### src/rtl/alu_pkg.sv
// Shared types for the ALU controller: function codes, FSM states, flag bit positions.
// ALU_CTRL_CMP_EN turns the RESERVED code into a flag-only compare (SUB) instead of an error.
package alu_pkg;

  typedef enum logic [2:0] {
    ALU_ADD      = 3'b000,
    ALU_SUB      = 3'b001,
    ALU_AND      = 3'b010,
    ALU_RESERVED = 3'b011,
    ALU_OR       = 3'b100,
    ALU_XOR      = 3'b101,
    ALU_COPY_B   = 3'b110,
    ALU_NOT_B    = 3'b111
  } alu_func_e;

  typedef enum logic [1:0] {
    ST_IDLE = 2'd0,
    ST_EXEC = 2'd1,
    ST_RESP = 2'd2
  } ctrl_state_e;

  localparam int FLAG_V = 0;
  localparam int FLAG_C = 1;
  localparam int FLAG_Z = 2;
  localparam int FLAG_N = 3;

  // How a latched request affects flags and the response.
  typedef struct packed {
    logic upd_nz;
    logic upd_cv;
    logic err;
    logic zero_data;
  } func_cls_t;

  function automatic func_cls_t classify(alu_func_e f);
    func_cls_t c;
    c = '0;
    case (f)
      ALU_ADD, ALU_SUB: begin
        c.upd_nz = 1'b1;
        c.upd_cv = 1'b1;
      end
      ALU_RESERVED: begin
`ifdef ALU_CTRL_CMP_EN
        c.upd_nz    = 1'b1;
        c.upd_cv    = 1'b1;
        c.zero_data = 1'b1;
`else
        c.err       = 1'b1;
        c.zero_data = 1'b1;
`endif
      end
      default: c.upd_nz = 1'b1;
    endcase
    return c;
  endfunction

  // Operation actually presented to the ALU for a requested function.
  function automatic alu_func_e exec_func(alu_func_e f);
    if (f != ALU_RESERVED) return f;
`ifdef ALU_CTRL_CMP_EN
    return ALU_SUB;
`else
    return ALU_ADD;
`endif
  endfunction

endpackage

### src/rtl/alu_flags_reg.sv
// {N,Z,C,V} status register; N/Z and C/V have separate update enables so
// logical operations can leave carry and overflow untouched.
module alu_flags_reg
  import alu_pkg::*;
(
  input  logic       clk,
  input  logic       rst_n,
  input  logic       upd_nz_i,
  input  logic       upd_cv_i,
  input  logic       n_i,
  input  logic       z_i,
  input  logic       c_i,
  input  logic       v_i,
  output logic [3:0] flags_o
);

  logic [3:0] flags_q;
  logic [3:0] flags_d;

  always_comb begin
    // NOTE: default to the held value first so no path leaves flags_d unassigned (no latch).
    flags_d = flags_q;
    if (upd_nz_i) begin
      flags_d[FLAG_N] = n_i;
      flags_d[FLAG_Z] = z_i;
    end
    if (upd_cv_i) begin
      flags_d[FLAG_C] = c_i;
      flags_d[FLAG_V] = v_i;
    end
  end

  always_ff @(posedge clk) begin
    if (!rst_n) flags_q <= '0;
    else        flags_q <= flags_d;
  end

  assign flags_o = flags_q;

endmodule

### src/rtl/alu_ctrl.sv
// Request/response sequencer around an external ALU: IDLE latches a request,
// EXEC gives the ALU one stable cycle, RESP holds the result until consumed.
// ALU_CTRL_CMP_EN (see alu_pkg) enables compare handling of the RESERVED code.
module alu_ctrl
  import alu_pkg::*;
#(
  parameter int DATA_WIDTH = 8
) (
  input  logic                  clk,
  input  logic                  rst_n,
  input  logic                  req_valid,
  output logic                  req_ready,
  input  alu_func_e             req_func,
  input  logic [DATA_WIDTH-1:0] req_a,
  input  logic [DATA_WIDTH-1:0] req_b,
  output logic                  rsp_valid,
  input  logic                  rsp_ready,
  output logic [DATA_WIDTH-1:0] rsp_data,
  output logic                  rsp_err,
  output logic [3:0]            flags,
  output logic [DATA_WIDTH-1:0] alu_op_a,
  output logic [DATA_WIDTH-1:0] alu_op_b,
  output alu_func_e             alu_func,
  input  logic [DATA_WIDTH-1:0] alu_out,
  input  logic                  alu_signed_overflow,
  input  logic                  alu_carry_flag
);

  ctrl_state_e           state_q;
  logic                  req_ready_q;
  logic                  rsp_valid_q;
  logic [DATA_WIDTH-1:0] rsp_data_q;
  logic                  rsp_err_q;
  logic [DATA_WIDTH-1:0] op_a_q;
  logic [DATA_WIDTH-1:0] op_b_q;
  alu_func_e             func_q;
  func_cls_t             cls_q;

  always_ff @(posedge clk) begin
    if (!rst_n) begin
      state_q     <= ST_IDLE;
      req_ready_q <= 1'b1;
      rsp_valid_q <= 1'b0;
      rsp_data_q  <= '0;
      rsp_err_q   <= 1'b0;
      op_a_q      <= '0;
      op_b_q      <= '0;
      func_q      <= ALU_ADD;
      cls_q       <= '0;
    end else begin
      // NOTE: every state register uses <= so all of them see pre-edge values this cycle.
      case (state_q)
        ST_IDLE: begin
          if (req_valid) begin
            op_a_q      <= req_a;
            op_b_q      <= req_b;
            func_q      <= exec_func(req_func);
            cls_q       <= classify(req_func);
            req_ready_q <= 1'b0;
            state_q     <= ST_EXEC;
          end
        end
        ST_EXEC: begin
          rsp_data_q  <= cls_q.zero_data ? '0 : alu_out;
          rsp_err_q   <= cls_q.err;
          rsp_valid_q <= 1'b1;
          state_q     <= ST_RESP;
        end
        ST_RESP: begin
          if (rsp_ready) begin
            rsp_valid_q <= 1'b0;
            req_ready_q <= 1'b1;
            state_q     <= ST_IDLE;
          end
        end
        default: begin
          rsp_valid_q <= 1'b0;
          req_ready_q <= 1'b1;
          state_q     <= ST_IDLE;
        end
      endcase
    end
  end

  // Flags are written on the same edge that captures rsp_data.
  logic in_exec;
  assign in_exec = (state_q == ST_EXEC);

  alu_flags_reg u_flags (
    .clk      (clk),
    .rst_n    (rst_n),
    .upd_nz_i (in_exec && cls_q.upd_nz),
    .upd_cv_i (in_exec && cls_q.upd_cv),
    .n_i      (alu_out[DATA_WIDTH-1]),
    .z_i      (alu_out == '0),
    .c_i      (alu_carry_flag),
    .v_i      (alu_signed_overflow),
    .flags_o  (flags)
  );

  assign req_ready = req_ready_q;
  assign rsp_valid = rsp_valid_q;
  assign rsp_data  = rsp_data_q;
  assign rsp_err   = rsp_err_q;
  assign alu_op_a  = op_a_q;
  assign alu_op_b  = op_b_q;
  assign alu_func  = func_q;

endmodule

### config.mk
export PLATFORM = sky130hd
export DESIGN_NAME = alu_ctrl
export DESIGN_NICKNAME = d
export VERILOG_FILES = /design/src/rtl/alu_pkg.sv /design/src/rtl/alu_flags_reg.sv /design/src/rtl/alu_ctrl.sv
export SDC_FILE = /design/constraint.sdc
export NUM_CORES = 1
export LEC_CHECK = 0
export CAP_MARGIN = 20
export CORE_AREA = 3 3 59 67
export CTS_BUF_LIST = sky130_fd_sc_hd__clkbuf_8
export DETAILED_ROUTE_END_ITERATION = 8
export DIE_AREA = 0 0 62 70
export PLACE_DENSITY = 0.84
export SLEW_MARGIN = 20
export SYNTH_ARGS = -nofsm -noshare
export SYNTH_HDL_FRONTEND = slang
export SYNTH_SLANG_ARGS = --single-unit
### constraint.sdc
create_clock -name clk -period 3.7 [get_ports clk]
set_clock_uncertainty 0.05 [all_clocks]
set_input_delay 0.74 -clock clk [delete_from_list [all_inputs] [get_ports clk]]
set_output_delay 0.74 -clock clk [all_outputs]
set_load 0.02 [all_outputs]
After elaboration in Yosys (flattened, before gate mapping)

Cells that the tools add are included.
Widths: inputs -> output; s select.

Memory bits (read-only): 0
Output and inout bits: 34
Memories kept: 0
Input bits: 33
Memory bits (writable): 0
Bits in latches: 0
Register bits: 40
Word-level logic and storage cells: 51

Multiply operators: 0
Equality and inequality tests: 7
Order comparisons: 0
Multiplexer cells: 18
Shifts and indexed selects: 0
Bitwise gates (word level): 2
Reduce and logical (&&, ||, !) cells: 10
Divide/modulo/power cells: 0
Add/sub/neg operators: 0

Operator list:

| kind               | number |
|---|---|
| $mux 1             | 9 |
| $logic_not 8->1    | 1 |
| $mux 8             | 1 |
| $mux 2             | 3 |
| $mux 3             | 2 |
| $pmux 1 s3         | 2 |
| $pmux 2 s3         | 1 |
| $reduce_and 2->1   | 3 |
| $ne 2x2->1 const B | 2 |
| $eq 3x1->1 const B | 1 |
| $eq 3x2->1 const B | 1 |
| $logic_not 3->1    | 1 |
| $ne 3x2->1 const B | 1 |
| $reduce_and 3->1   | 1 |
| $eq 2x1->1 const B | 1 |
| $eq 2x2->1 const B | 1 |
| $logic_and 1x1->1  | 2 |
| $logic_not 2->1    | 1 |
| $not 1->1          | 2 |
| $reduce_or 2->1    | 1 |

Depth between registers and ports, before layout

Depth in word-level cells: 6
Depth in mapped cells: 6
Mapped depth without buffers: 3

By module

From an unflattened synthesis, not the netlist that was laid out.

Cell total of the unflattened synthesis: 171
Area, all modules: 1,516.5 um^2

By module, submodules not included:

| module        | seq. area each (um^2) | area an instance (um^2) | cells an instance | times used |
|---|---|---|---|---|
| alu_ctrl      | 700.7                 | 1,371.3                 | 159               | 1 |
| alu_flags_reg | 80.1                  | 145.1                   | 12                | 1 |

Least setup slack after synthesis

No wires, ideal clock.

Path kind: input to register
From: in req_valid
To: reg cls_q[2] (netlist bit)
Buffers on the path: 1
Slack: 1.976 ns
Cell stages on the path: 4
Library setup time: 0.070 ns
Data arrival time: 1.604 ns
Data required time: 3.580 ns
Cells stage by stage: or3b_1 -> clkbuf_1 -> or3_1 -> a21boi_1

Cells in the longest elaborated chain, start to end: 1

Ends and longest elaborated chain:

| what                       | line           | source |
|---|---|---|
| start: declaration         | alu_ctrl.sv:11 | `input logic req_valid,` |
| $reduce_and 2->1 (no line) | --             |  |
| end signal: assignment     | alu_ctrl.sv:58 | `cls_q <= classify(req_func);` |
| end: declaration           | alu_ctrl.sv:37 | `func_cls_t cls_q;` |

Every way passes these cells.
A chain may end at the register's enable or synchronous reset.

Worst setup path after layout

Ends and elaborated chain as after synthesis.

==> flow_metrics.py <==
metrics = {
    "power": {
        "share_seq_of_total_power": 0.528,
        "sw_frac_of_total": 0.2502,
        "share_comb_of_total_power": 0.179,
        "switch_pwr_w": 0.0002165,
        "p_clk_frac": 0.293,
        "total_leakage_power_nw": 0.8099,
        "irDropWorstVdd_mv": 0.2665,
        "power-per-cell-area_mw_per_mm2": 382.5,
        "internal_power_w": 0.0006489,
    },
    "timing": {
        "rsz0062_at_grt": "no",
        "slew-limit-headroom": 0.4692,
        "timing_max_transition_violations_final": 0,
        "finalHoldViolations": 0,
        "fin_setup_tns_ns": 0,
        "transition_time_of_the_tightest_slew_check_pin_ns": 0.7946,
        "setup_viol": 0,
        "fin_crit_sh": 0.6113,
        "final_period_minus_worst_setup_slack_ns": 2.262,
        "max_freq_mhz": 442.1,
    },
    "logic_synthesis": {
        "post_synth_xor_area_fraction": 0,
        "synth_area_per_cell_um2": 8.824,
        "synth_cell_types": 24,
        "synth_top_area_cell": "sky130_fd_sc_hd__dfxtp_1",
        "syn_inst": 172,
        "yosys.area_share.adder": 0,
        "yosysWarnings": 0,
        "yosys-top-cells-area": "sky130_fd_sc_hd__dfxtp_1, sky130_fd_sc_hd__a21boi_0, sky130_fd_sc_hd__nand2_1",
        "yosysTopAreaCellShare": 0.5144,
        "ys_seq_elements": 39,
        "main_combinational_cell_family_by_area_after_synthesis": "simple AND/OR/NAND/NOR gates",
        "yosys.area_share.simple": 0.2589,
        "synth_sequential_area_ratio": 0.5144,
        "synth_mux_area_frac": 0.006595,
        "synth.net_count": 205,
        "synthesized_area_fraction_occupied_by_ao_oa_aoi_and_oai_cells": 0.1830,
        "netlist_area_mm2": 0.001518,
    },
    "drt": {
        "dr_total_vias": 1358,
        "drtAntennaViolNets": 0,
        "dr.pass1.iters": 4,
        "drcViolationCount": 0,
        "wl_per_cell_um": 12.09,
        "drt-initial-drc-count": 53,
        "drt-total-wl_um": 3398,
        "routed_via_density": 4.833,
    },
    "critical_path": {
        "worstSetupStartpointType": "input pin",
        "timing.setup.critical_path_class": "in -> reg",
        "path_cells": "clkdlybuf4s50_1 > or3b_1 > or3_1 > a21boi_1",
        "data_required_time_of_the_critical_path_ns": 3.87,
        "critPathArrivalTime_ns": 2.43,
        "worst_path_largest_cell_delay_ns": 0.65,
        "worst_setup_path_end_kind": "register",
        "critical_path.slowest_cell": "sky130_fd_sc_hd__or3b_1",
        "critical_path_peak_fanout": 23,
    },
    "die": {
        "floorplan.die.height_um": 70,
        "placeableCoreArea_mm2": 0.003331,
        "die-area_mm2": 0.004340,
        "fp-row-count": 22,
        "starting_density": 0.4557,
        "floorplan.die.width_um": 62,
        "boundaryPins": 67,
    },
    "finish": {
        "drive_gt1_frac": 0.03433,
        "antennaDiodeCount": 0,
        "nets": 267,
        "combined_area_of_the_multi_input_logic_cells_um2": 685.7,
        "fillerInstances": 275,
        "area_growth_pct": 49.05,
        "seqCellArea_um2": 780.7,
        "fin_util": 0.6792,
    },
    "cts": {
        "cts_hold_buf": 0,
        "quantity_of_gates_resized_following_cts": 0,
        "cts_sinks": 39,
        "cts_tree": "done",
        "ctsLongestPathBuffers": 2,
        "clk_transition_reported_paths_ns": 0.07,
        "number_of_buffers_inserted_during_clock_tree_synthesis": 5,
        "post-cts-setup-buffers": 0,
        "htree_num_levels": 2,
        "clock-root-buffer": "sky130_fd_sc_hd__clkbuf_8",
        "worstSkewPairLatency_ns": 0.28,
    },
    "global_route": {
        "pin_count_of_the_biggest_net_entering_global_routing": 41,
        "first_global_vias": 1209,
        "initial_antenna_violation_count": 0,
        "groute.usage.overall": 0.1662,
        "grt_overflow": 0,
        "grt_pass1_wl_um": 5416,
    },
    "placed_design": {
        "port_buffer_count": 66,
        "hpwlAfterDp_um": 2420,
        "place_congestion": 0.7226,
    },
    "outcome": {
        "outcome": "finished, final reports clean",
    },
    "flow_run": {
        "drv_cap": 0,
    },
    "min_path": {
        "holdCritPathClass": "reg -> reg",
    },
}
cell usage in the layout, fill, tap and decap left out, types with 2 or more instances in the layout:
cell type and count:
sky130_fd_sc_hd__nand3_1 5, sky130_fd_sc_hd__o21ai_0 3, sky130_fd_sc_hd__nor2_1 2, sky130_fd_sc_hd__dfxtp_1 39, sky130_fd_sc_hd__clkbuf_8 5, sky130_fd_sc_hd__nand3b_1 11, sky130_fd_sc_hd__nand2b_1 2, sky130_fd_sc_hd__nor2b_1 4
sky130_fd_sc_hd__clkdlybuf4s50_1 65, sky130_fd_sc_hd__a21boi_0 31, sky130_fd_sc_hd__nand2_1 51
synthesized netlist by cell type, drive strengths merged:
master,count
nor3,1
buf,4
nand2,51
nand4b,1
dfxtp,39
o21ai,3
nand3,5
nor2b,4
nand3b,11
and2,1
a21boi,32
or3b,1
mux2i,1
a21oi,1
nor2,2
nor3b,1
nand2b,2
o211a,1
clkbuf,8
nor4,1
o21a,1
or3,1
metrics by stage:
stage	instances	hold WS [ns]	setup slack [ns]	cell area, um^2	power (W)
2_1_floorplan	172	0.4073	1.976	1518	0.0005397
3_3_place_gp	275	0.4026	1.169	2195	0.0006228
3_5_place_dp	275	0.4102	1.131	2195	0.0006236
4_1_cts	281	0.4196	1.425	2267	0.0008756
5_1_grt	281	0.4389	1.323	2262	0.0009071
6_report	281	0.4107	1.438	2262	0.0008654
final timing paths:
path                                   end  slack, ns                startpoint  cells after the start
setup / recovery     cls_q[2]$_SDFFE_PN0P_       1.44                 req_valid                      4
hold / removal    rsp_data[2]$_SDFFE_PN0P_       0.41  rsp_data[2]$_SDFFE_PN0P_                      2
setup reg to reg     cls_q[2]$_SDFFE_PN0P_       1.95   state_q[1]$_SDFFE_PN0P_                      3
hold reg to reg   rsp_data[2]$_SDFFE_PN0P_       0.41  rsp_data[2]$_SDFFE_PN0P_                      2
cell type report:
type	instances	area share
Sequential cell	39	0.3451
Multi-Input combinational cell	121	0.3031
Timing Repair Buffer	67	0.2931
Clock buffer	5	0.03042
Tap cell	48	0.02655
Clock inverter	1	0.001659
state kept, by name, indices dropped and copies added (netlist names):
| signal | cells |
|---|---|
| rsp_err | 1 |
| rsp_data | 8 |
| alu_op_a | 8 |
| cls_q | 3 |
| u_flags.flags_o | 4 |
| alu_op_b | 8 |
| state_q | 2 |
| alu_func | 3 |
| req_ready | 1 |
| rsp_valid | 1 |
critical path: cells and delay by family:
family	cells	cell delay (ns)
buffers and inverters	1	0.47
AO/OA/AOI/OAI	1	0.13
AND/OR/NAND/NOR	2	1.07
cells by family after synthesis:
kind of cell,after synthesis
and+or+nand+nor,82
DFF,39
AOI/OAI and AO/OA,38
buffers and inverters,12
muxes,1
power by group through the flow:
| stage | combinational [W] | sequential [W] | clock [W] |
|---|---|---|---|
| 6_report | 0.000155 | 0.000457 | 0.000254 |
| 5_1_grt | 0.000169 | 0.000459 | 0.000279 |
| 4_1_cts | 0.000158 | 0.000457 | 0.000260 |
| 3_5_place_dp | 0.000157 | 0.000466 | 0 |
| 3_3_place_gp | 0.000157 | 0.000466 | 0 |
| 2_1_floorplan | 0.0000524 | 0.000487 | 0 |
per-layer routing:
layer | track usage | share of wire | up-vias
met5 | 0 | 0 | -
met2 | 0.2569 | 0.49 | 44
met3 | 0.03882 | 0.067 | 7
met4 | 0.1038 | 0.027 | 0
li1 | - | - | 690
met1 | 0.1986 | 0.42 | 617
Power figures use the tool's default switching activity.
